$ cat config.mk
export PLATFORM = sky130hd
export DESIGN_NAME = mem_access_ctrl
export DESIGN_NICKNAME = d
export VERILOG_FILES = /design/src/rtl/mem_access_ctrl.sv
export SDC_FILE = /design/constraint.sdc
export NUM_CORES = 1
export LEC_CHECK = 0
export BUFFER_PORTS_ARGS = -buffer_cell sky130_fd_sc_hd__clkbuf_2
export CORE_MARGIN = 10
export CORE_UTILIZATION = 40
export CTS_CLUSTER_SIZE = 20
export DETAILED_ROUTE_END_ITERATION = 12
export PLACE_DENSITY = 0.74
export SYNTH_ARGS = -nofsm -noshare
export SYNTH_HDL_FRONTEND = slang
export SYNTH_SLANG_ARGS = --single-unit
$ cat constraint.sdc
create_clock -name clk -period 2.4 [get_ports clk]
set_clock_uncertainty 0.15 [all_clocks]
set_input_delay 0.72 -clock clk [delete_from_list [all_inputs] [get_ports clk]]
set_output_delay 0.72 -clock clk [all_outputs]
set_load 0.01 [all_outputs]
$ cat src/rtl/mem_access_ctrl.sv
// Load/store engine between the MEM stage and the RAM/ROM data port.
// Big-endian lane steering, wait-state counting, misalign and timeout.
module mem_access_ctrl #(
  parameter int WAIT_CYCLES = 1,
  parameter int TIMEOUT     = 15
) (
  input  logic        clk,
  input  logic        rst,
  input  logic        mem_req_i,
  input  logic        mem_we_i,
  input  logic [1:0]  mem_size_i,
  input  logic        mem_signed_i,
  input  logic [31:0] mem_addr_i,
  input  logic [31:0] mem_wdata_i,
  output logic [31:0] mem_rdata_o,
  output logic        mem_done_o,
  output logic        misalign_o,
  output logic        bus_err_o,
  output logic        stall_req_o,
  output logic        ram_ce_o,
  output logic        ram_we_o,
  output logic [31:0] ram_addr_o,
  output logic [3:0]  ram_sel_o,
  output logic [31:0] ram_data_o,
  input  logic [31:0] ram_data_i,
  input  logic        ram_ready_i
);

  localparam int CW = $clog2(WAIT_CYCLES + TIMEOUT + 1);
  localparam logic [CW-1:0] LAST_W = CW'(WAIT_CYCLES - 1);
  localparam logic [CW-1:0] LAST_S = CW'(WAIT_CYCLES + TIMEOUT - 2);

  typedef enum logic [1:0] {
    IDLE,
    ACCESS,
    RESP
  } state_t;

  state_t        state_q, state_d;
  logic [CW-1:0] cnt_q, cnt_d;
  logic          we_q, we_d;
  logic [1:0]    size_q, size_d;
  logic          sgn_q, sgn_d;
  logic [1:0]    off_q, off_d;

  logic          ce_d, wen_d;
  logic [31:0]   addr_d, data_d, rdata_d;
  logic [3:0]    sel_d;
  logic          done_d, mis_d, berr_d;

  logic          req_mis;
  logic [3:0]    req_sel;
  logic [31:0]   req_data;
  logic [7:0]    lane_b;
  logic [15:0]   lane_h;
  logic [31:0]   ld_val;

  assign stall_req_o = mem_req_i & ~mem_done_o;

  always_comb begin
    req_mis  = 1'b0;
    req_sel  = 4'b1111;
    req_data = mem_wdata_i;
    unique case (1'b1)
      (mem_size_i == 2'b00): begin
        req_sel  = 4'b1000 >> mem_addr_i[1:0];
        req_data = {4{mem_wdata_i[7:0]}};
      end
      (mem_size_i == 2'b01): begin
        req_mis  = mem_addr_i[0];
        req_sel  = mem_addr_i[1] ? 4'b0011 : 4'b1100;
        req_data = {2{mem_wdata_i[15:0]}};
      end
      default: begin
        req_mis  = |mem_addr_i[1:0];
      end
    endcase
  end

  always_comb begin
    unique case (off_q)
      2'd0:    lane_b = ram_data_i[31:24];
      2'd1:    lane_b = ram_data_i[23:16];
      2'd2:    lane_b = ram_data_i[15:8];
      default: lane_b = ram_data_i[7:0];
    endcase
    lane_h = off_q[1] ? ram_data_i[15:0] : ram_data_i[31:16];
    unique case (size_q)
      2'b00:   ld_val = {{24{sgn_q & lane_b[7]}}, lane_b};
      2'b01:   ld_val = {{16{sgn_q & lane_h[15]}}, lane_h};
      default: ld_val = ram_data_i;
    endcase
  end

  always_comb begin
    state_d = state_q;
    cnt_d   = cnt_q;
    we_d    = we_q;
    size_d  = size_q;
    sgn_d   = sgn_q;
    off_d   = off_q;
    ce_d    = 1'b0;
    wen_d   = 1'b0;
    addr_d  = '0;
    sel_d   = '0;
    data_d  = '0;
    rdata_d = '0;
    done_d  = 1'b0;
    mis_d   = 1'b0;
    berr_d  = 1'b0;
    unique case (state_q)
      IDLE: begin
        if (mem_req_i) begin
          if (req_mis) begin
            state_d = RESP;
            done_d  = 1'b1;
            mis_d   = 1'b1;
          end else begin
            state_d = ACCESS;
            cnt_d   = '0;
            we_d    = mem_we_i;
            size_d  = mem_size_i;
            sgn_d   = mem_signed_i;
            off_d   = mem_addr_i[1:0];
            ce_d    = 1'b1;
            wen_d   = mem_we_i && (WAIT_CYCLES == 1);
            addr_d  = {mem_addr_i[31:2], 2'b00};
            sel_d   = req_sel;
            data_d  = req_data;
          end
        end
      end
      ACCESS: begin
        cnt_d  = cnt_q + 1'b1;
        addr_d = ram_addr_o;
        sel_d  = ram_sel_o;
        data_d = ram_data_o;
        if (we_q) begin
          if (cnt_q == LAST_W) begin
            state_d = RESP;
            done_d  = 1'b1;
          end else begin
            ce_d  = 1'b1;
            wen_d = (cnt_d == LAST_W);
          end
        end else if (cnt_d > LAST_W && ram_ready_i) begin
          state_d = RESP;
          done_d  = 1'b1;
          rdata_d = ld_val;
        end else if (cnt_q == LAST_S) begin
          state_d = RESP;
          done_d  = 1'b1;
          berr_d  = 1'b1;
        end else begin
          ce_d = 1'b1;
        end
      end
      RESP: begin
        state_d = IDLE;
      end
      default: begin
        state_d = IDLE;
      end
    endcase
  end

  always_ff @(posedge clk) begin
    if (!rst) begin
      state_q     <= IDLE;
      cnt_q       <= '0;
      we_q        <= 1'b0;
      size_q      <= '0;
      sgn_q       <= 1'b0;
      off_q       <= '0;
      ram_ce_o    <= 1'b0;
      ram_we_o    <= 1'b0;
      ram_addr_o  <= '0;
      ram_sel_o   <= '0;
      ram_data_o  <= '0;
      mem_rdata_o <= '0;
      mem_done_o  <= 1'b0;
      misalign_o  <= 1'b0;
      bus_err_o   <= 1'b0;
    end else begin
      state_q     <= state_d;
      cnt_q       <= cnt_d;
      we_q        <= we_d;
      size_q      <= size_d;
      sgn_q       <= sgn_d;
      off_q       <= off_d;
      ram_ce_o    <= ce_d;
      ram_we_o    <= wen_d;
      ram_addr_o  <= addr_d;
      ram_sel_o   <= sel_d;
      ram_data_o  <= data_d;
      mem_rdata_o <= rdata_d;
      mem_done_o  <= done_d;
      misalign_o  <= mis_d;
      bus_err_o   <= berr_d;
    end
  end

endmodule

==> results of run 1 <==
cells in the final DEF, fill, tap and decap left out, drive strengths merged, types with 11 or more instances in the layout:
cell type / n
a21oi: 34
clkbuf: 224
nor2b: 24
nor2: 15
dfxtp: 116
a22o: 40
nor3: 11
o21ai: 38
buf: 17
mux2i: 20
nand2: 52
cells by family (layout without fill, tap and decap cells):
logic type / count (synthesis) / in the layout / share of synthesized area [%]
AO/OA/AOI/OAI: 145 / 145 / 22.7
AND/OR/NAND/NOR: 133 / 133 / 15.3
flip-flops: 116 / 116 / 50.4
buffers and inverters: 42 / 263 / 4.04
multiplexers: 29 / 29 / 6.54
adder cells (fa/ha/maj): 3 / 3 / 0.814
other: 1 / 2 / 0.0813
XOR/XNOR: 1 / 1 / 0.190
layout make-up:
class | instances | area share (%)
tap | 143 | 2.76
clock buffer | 17 | 6.56
multi-input combinational | 313 | 32.7
sequential | 116 | 35.8
clock inverter | 15 | 3.55
timing repair buffer | 224 | 18.2
inverter | 7 | 0.405
report_power, final:
group | total [mW] | switching, mW | internal [mW]
Sequential | 2.02 | 0.0420 | 1.98
Combinational | 0.460 | 0.253 | 0.207
Clock | 2.76 | 0.915 | 1.85
Total | 5.25 | 1.21 | 4.04
sequential cells by signal (all words and copies together), names as in the netlist, 2 cells and up:
name / count
mem_rdata_o: 32
ram_data_o: 32
ram_addr_o: 30
cnt_q: 5
ram_sel_o: 4
off_q: 2
size_q: 2
state_q: 2
tightest hold or removal path: stages (launching register included):
cell	delay (ns)
dfxtp_1	0.32
nand2_1	0.04
o21ai_0	0.06
final timing paths:
check,to,depth (start not counted)
min reg2reg,ram_data_o[8]$_SDFFE_PN0N_,2
max,ram_ce_o$_SDFF_PN0_,6
max reg2reg,ram_ce_o$_SDFF_PN0_,6
min,ram_data_o[8]$_SDFFE_PN0N_,2
layer usage:
metal / wire length, µm / vias to the layer above / track usage, %
li1: - / 2117 / -
met1: 5750 / 1985 / 18.7
met2: 6760 / 242 / 28.3
met3: 2080 / 20 / 10.9
met4: 238 / 0 / 5.83
met5: 0 / - / 0
==> results.cfg, run 1 <==
[timing]
tightest_slew_ns = 0.641
fin_crit_ns = 2.13
slew_headroom_pct = 57.3
grt_setup_unrepaired = false
setup_slack_ns = 0.269
whs_ns = 0.303
finalCritPeriodShare_pct = 88.8
finalHoldViolCount = 0
drv_slew = 0
fin_setup_tns_ns = 0
fmax_mhz = 469
setup_viol_count_final = 0

[setup_path]
cp_max_fo = 8
crit_slowest_cell = or4b_2
max_stage_delay_ns = 0.60
cp-end-kind = register
path_class = register to register
crit_required_ns = 2.53
cp.arrival_ns = 2.26
worstPathCellList = inv_1 > ha_1 > or4b_2 > a211oi_1 > buf_4 > o21ai_0
r2r_slack_ns = 0.27
worstSetupStartpointType = register
cp-startpoint = cnt_q[0]$_SDFFE_PN0P_
cpLargestDelayFamily = simple AND/OR/NAND/NOR gates
rr_startpoint = cnt_q[0]$_SDFFE_PN0P_
worst-path-buf-inv = 2

[drt]
ant_nets = 0
avgViaCountPerCell = 5.23
num_vias = 4364
drt-total-wl_um = 14800
drt_iter0_markers = 267
drtPass1Iterations = 5
wl_per_cell_um = 17.8
drc = 0

[floorplan]
die-area_um2 = 16200
io_pins = 210
die_w_um = 127
fp.dieH_um = 127
start_util_pct = 40.6
rows = 39
core_um2 = 11400

[final_layout]
drive_gt1_share_pct = 41.8
final.fill_count = 1007
utilization_pct = 57.0
diodes = 0
nets = 786
seqCellArea_um2 = 2320
instances_no_fill = 835
multi_input_area_um2 = 2120
stdcell_area_um2 = 6480
area_delta_synth_final_pct = 40.5

[clock_tree]
cts_tree = done
cts_resized = 0
cts_buffers = 17
insertion_delay_ns = 0.41
cts_buffer_depth = 2
htreeDepth = 4
post_cts_buffers = 0
cts.root.buffer_cell = clkbuf_16
clkSinkCount = 116
ctsHoldBuffers = 0
clkTransAtPathRegs_ns = 0.06

[synthesis]
ys_seq_area_share_pct = 50.4
ys_top_cells_by_area = dfxtp_1 (50%), a22o_1 (7.6%), mux2i_1 (4.3%)
ys_warn_count = 0
synth-main-ff-cell = dfxtp_1
avgSynthCellArea_um2 = 9.81
async_flop_share_pct = 0
synthDistinctLibCells = 51
yosysTopAreaCell = dfxtp_1
synth_common_cells = dfxtp_1 (116), nand2_1 (51), a22o_1 (40), o21ai_0 (38), clkbuf_1 (25)
yosys_register_bits = 116
synth_top_area_share_pct = 50.4
synth_enable_flop_cells = 0
synthMostInstantiatedCell = dfxtp_1
netlist_area_um2 = 4610
synthCells = 470

[placement]
dpl_cell_area_um2 = 5820
dp_cells = 803
port_buffers = 207
dp_hpwl_um = 11400
place_ws_ns = 0.160
gp_congestion = 0.913

[min_path]
hold_path_class = register to register
min_from = ram_data_o[8]$_SDFFE_PN0N_

[pwr]
power_mw = 5.25
p_leak_nw = 3.00
power_density_nw_per_um2 = 810
ir_drop_uv = 703

[global_route]
grt_pass1_wl_um = 23100
gr-total-overflow = 0
grt_start_max_net_pins = 66
grt_usage_pct = 17.6
grt_antenna_before_repair = 0
grt_pass1_vias = 4551

[run_status]
status = complete, no violations

[job]
drv_cap = 0
Power figures use the tool's default switching activity.
==> inputs of run 2 (changes only) <==
--- a/config.mk
+++ b/config.mk
@@ -7,10 +7,10 @@
 export LEC_CHECK = 0
 export BUFFER_PORTS_ARGS = -buffer_cell sky130_fd_sc_hd__clkbuf_2
 export CORE_MARGIN = 10
-export CORE_UTILIZATION = 40
+export CORE_UTILIZATION = 47
 export CTS_CLUSTER_SIZE = 20
 export DETAILED_ROUTE_END_ITERATION = 12
-export PLACE_DENSITY = 0.74
+export PLACE_DENSITY = 0.8
 export SYNTH_ARGS = -nofsm -noshare
 export SYNTH_HDL_FRONTEND = slang
 export SYNTH_SLANG_ARGS = --single-unit
==> run 2 against run 1 <==
Cell area decreased by 0.54%. Hold slack worse by 0.042 ns. Clock-buffer cell count increased by 3. Critical path depth did not move. First-iteration DRC count decreased by 21%. Via count fell by 1.5%. Sequential share of layout area up 0.19 points. Critical path type unchanged. Highest routed layer unchanged.
==> results.cfg, run 2 (synthesized netlist as in run 1, its figures left out) <==
[setup_path]
cp_max_fo = 8
crit_required_ns = 2.62
worstSetupStartpointType = register
path_class = register to register
cp.arrival_ns = 2.35
cp-end-kind = register

[pwr]
ir_drop_uv = 472
clockPowerShare_pct = 51.0
power_density_nw_per_um2 = 788
seqPwrFrac_pct = 39.9
switching_share_pct = 23.0
p_int_mw = 3.91
comb_power_share_pct = 9.1
p_leak_nw = 2.98
netSwitchingPower_mw = 1.17

[global_route]
grt_pass1_wl_um = 23200
grt_pass1_vias = 4549
grt_antenna_before_repair = 0
grt_usage_pct = 20.1
gr-total-overflow = 0
grt_start_max_net_pins = 66

[timing]
finalHoldViolCount = 0
fin_crit_ns = 2.12
fmax_mhz = 471
fin_setup_tns_ns = 0
slew_headroom_pct = 50.7
grt_setup_unrepaired = false
setup_viol_count_final = 0
setup_slack_ns = 0.276
tightest_slew_ns = 0.739
finalCritPeriodShare_pct = 88.5
drv_slew = 0

[placement]
gp_congestion = 0.830
place_ws_ns = 0.170
port_buffers = 207
dp_hpwl_um = 11100

[clock_tree]
htreeDepth = 4
clkTransAtPathRegs_ns = 0.06
insertion_delay_ns = 0.51
cts_buffers = 17
cts_buffer_depth = 2
cts.root.buffer_cell = clkbuf_8
clkSinkCount = 116
cts_resized = 0
ctsHoldBuffers = 0
cts_tree = done
post_cts_buffers = 0

[run_status]
status = complete, no violations

[drt]
wl_per_cell_um = 17.5
ant_nets = 0
drtPass1Iterations = 4
num_vias = 4300
drc = 0
drt_iter0_markers = 211
avgViaCountPerCell = 5.21
drt-total-wl_um = 14500

[final_layout]
final_cell_mix = clkbuf_2 (207), dfxtp_1 (116), nand2_1 (51)
drive_gt1_share_pct = 41.6
diodes = 0
nets = 787
final_common_cell = clkbuf_2
top_regs = mem_rdata_o (32), ram_data_o (32), ram_addr_o (30)
area_delta_synth_final_pct = 39.7

[floorplan]
rows = 36
start_util_pct = 47.6
die_w_um = 119
fp.dieH_um = 119
die-area_um2 = 14200
core_um2 = 9680
io_pins = 210

[min_path]
hold_path_class = input pin to register

[job]
drv_cap = 0
[run 2: cell count changes in the layout (fill, tap and decap cells not counted), sizes merged]
| cell | before | now |
|---|---|---|
| clkbuf | 224 | 227 |
| clkinvlp | 3 | 4 |
| inv | 8 | 9 |
| clkinv | 6 | 2 |
| bufinv | 5 | 4 |
| buf | 17 | 18 |
[run 2: layout make-up]
class	count	area (µm²)
clock buffers	20	435
clock inverters	12	178
fillers	786	3240
inverters	7	26.3
multi-input cells	313	2120
flip-flops and latches	116	2320
well taps	133	166
repair buffers	225	1200
[run 2: metal layers]
metal	track usage (%)	part of all wire [%]	vias to the layer above
met1	21.7	39	1987
met5	0	0	-
met2	32.1	47	188
li1	-	-	2112
met4	6.34	0.98	0
met3	12.2	13	13
[run 2: final timing paths]
| kind | startpoint | cells past startpoint | end | slack (ns) |
|---|---|---|---|---|
| min reg2reg | ram_sel_o[2]$_SDFFE_PN0N_ | 1 | ram_sel_o[2]$_SDFFE_PN0N_ | 0.30 |
| min | mem_addr_i[17] | 2 | ram_addr_o[17]$_SDFFE_PN0N_ | 0.26 |
| max reg2reg | cnt_q[0]$_SDFFE_PN0P_ | 6 | state_q[0]$_SDFFE_PN0P_ | 0.28 |
| max | cnt_q[0]$_SDFFE_PN0P_ | 6 | state_q[0]$_SDFFE_PN0P_ | 0.28 |
[run 2: power groups by stage]
stage / sequential [mW] / clock [mW] / combinational [mW]
4_1_cts: 2.03 / 2.63 / 0.465
3_3_place_gp: 2.07 / 0 / 0.451
3_5_place_dp: 2.07 / 0 / 0.463
5_1_grt: 2.03 / 2.75 / 0.505
2_1_floorplan: 2.08 / 0 / 0.221
6_report: 2.03 / 2.59 / 0.461
[run 2: through the flow]
stage	area (µm²)	cells	hold WS (ns)	total power, mW	util (%)
floorplan	4620	471	0.294	2.30	-
global placement	5830	794	0.286	2.52	60.2
detailed placement	5830	794	0.292	2.53	60.2
CTS	6440	826	0.235	5.13	66.6
global route	6440	826	0.239	5.29	66.6
finish	6440	826	0.261	5.08	66.6
[run 2: critical path, cell delays in order, from the launching register on]
cell and delay, ns:
dfxtp_1 0.38, inv_1 0.11, ha_1 0.14, or4b_2 0.60, a211oi_1 0.35, buf_4 0.19
o21ai_0 0.07
==> inputs of run 3 (changes only) <==
--- a/config.mk
+++ b/config.mk
@@ -6,6 +6,7 @@
 export NUM_CORES = 1
 export LEC_CHECK = 0
 export BUFFER_PORTS_ARGS = -buffer_cell sky130_fd_sc_hd__clkbuf_2
+export CORE_ASPECT_RATIO = 1.75
 export CORE_MARGIN = 10
 export CORE_UTILIZATION = 47
 export CTS_CLUSTER_SIZE = 20
==> run 3 against run 2 <==
Largest power group unchanged. Worst setup slack worse by 0.062 ns. Clock-buffer cell count shrank 3. Utilization grew 1.0 points. Non-clock buffer count decreased by 1. Cell area about the same. Largest cell class unchanged.
==> results.cfg, run 3 (synthesized netlist as in run 1, its figures left out) <==
[setup_path]
cp-end-kind = register
crit_slowest_cell = or4b_2
cp.arrival_ns = 2.31
max_stage_delay_ns = 0.63
worst-path-buf-inv = 1
cp.depth = 5
cpLargestDelayFamily = simple AND/OR/NAND/NOR gates
r2r_slack_ns = 0.21
worstPathCellList = inv_1 > ha_1 > or4b_2 > a211oi_1 > o21ai_0
worstSetupStartpointType = register
crit_required_ns = 2.53
cp_max_fo = 8
path_class = register to register
r2r_cells = 5

[placement]
port_buffers = 207
dp_hpwl_um = 11800
gp_congestion = 0.866

[drt]
drtPass1Iterations = 4
drt_iter0_markers = 259
drc = 0
avgViaCountPerCell = 5.53
drt-total-wl_um = 15200
ant_nets = 0
num_vias = 4493
wl_per_cell_um = 18.7

[clock_tree]
cts_buffers = 17
cts.root.buffer_cell = clkbuf_16
post_cts_buffers = 0
clkTransAtPathRegs_ns = 0.06
insertion_delay_ns = 0.41
cts_tree = done
cts_resized = 0
clkSinkCount = 116
htreeDepth = 4
ctsHoldBuffers = 0
cts_buffer_depth = 2

[timing]
drv_slew = 0
finalCritPeriodShare_pct = 91.1
grt_setup_unrepaired = false
fin_setup_tns_ns = 0
fmax_mhz = 457
finalHoldViolCount = 0
fin_crit_ns = 2.19
setup_viol_count_final = 0
slew_headroom_pct = 54.9
tightest_slew_ns = 0.676

[floorplan]
core_um2 = 9530
rows = 47
die_w_um = 94.9
fp.dieH_um = 151
start_util_pct = 48.4
die-area_um2 = 14300
io_pins = 210

[job]
drv_cap = 0

[final_layout]
final_cell_mix = clkbuf_2 (207), dfxtp_1 (116), nand2_1 (51)
multi_input_area_um2 = 2120
seqCellArea_um2 = 2320
top_regs = mem_rdata_o (32), ram_data_o (32), ram_addr_o (30)
utilization_pct = 67.6
final_common_cell = clkbuf_2
drive_gt1_share_pct = 41.7
area_delta_synth_final_pct = 39.6
nets = 786
final.fill_count = 775
diodes = 0

[min_path]
min_path_cells = 2
hold_path_class = register to register

[pwr]
ir_drop_uv = 635
p_leak_nw = 2.99
power_density_nw_per_um2 = 803
power_mw = 5.17

[global_route]
gr-total-overflow = 0
grt_pass1_vias = 4731
grt_start_max_net_pins = 41
grt_usage_pct = 20.9
grt_antenna_before_repair = 0
grt_pass1_wl_um = 23400

[run_status]
status = complete, no violations
## run 3: metal layers
metal	vias to the layer above	GRT usage, %	routed length (µm)
met3	39	9.86	1820
met1	2082	20.6	5450
li1	2121	-	-
met4	0	10.0	517
met2	251	35.7	7420
met5	-	0	0
## run 3: through the flow
stage               setup slack [ns]  cell area [µm²]  hold slack, ns  std cells
floorplan                      0.377             4620           0.294        471
global placement               0.218             5810           0.286        782
detailed placement             0.122             5810           0.295        782
CTS                            0.223             6440           0.308        813
global route                  0.0580             6440           0.334        813
finish                         0.214             6440           0.304        813
## run 3: power by group
part,leakage (nW),internal [mW],switching (mW)
Combinational,1.75,0.208,0.259
Sequential,0.940,1.98,0.0429
Clock,0.296,1.74,0.938
Total,2.99,3.93,1.24
## run 3: final cells by class
type	count	share of cell area, %
clock buffer	17	6.61
clock inverter	14	3.17
inverter	7	0.408
multi-input combinational	313	32.9
sequential	116	36.1
tap	122	2.37
timing repair buffer	224	18.5
## run 3: worst reg2reg max path, delay by kind of cell (launching register included)
family | cells | cell delay [ns]
adders and majority gates | 1 | 0.15
DFF | 1 | 0.39
buffers and inverters | 1 | 0.12
and+or+nand+nor | 1 | 0.63
AOI/OAI and AO/OA | 2 | 0.63
## run 3: final timing paths
check,start,end
worst max-delay path,cnt_q[0]$_SDFFE_PN0P_,ram_ce_o$_SDFF_PN0_
worst min register to register,ram_data_o[10]$_SDFFE_PN0N_,ram_data_o[10]$_SDFFE_PN0N_
worst min-delay path,ram_data_o[10]$_SDFFE_PN0N_,ram_data_o[10]$_SDFFE_PN0N_
worst max register to register,cnt_q[0]$_SDFFE_PN0P_,ram_ce_o$_SDFF_PN0_
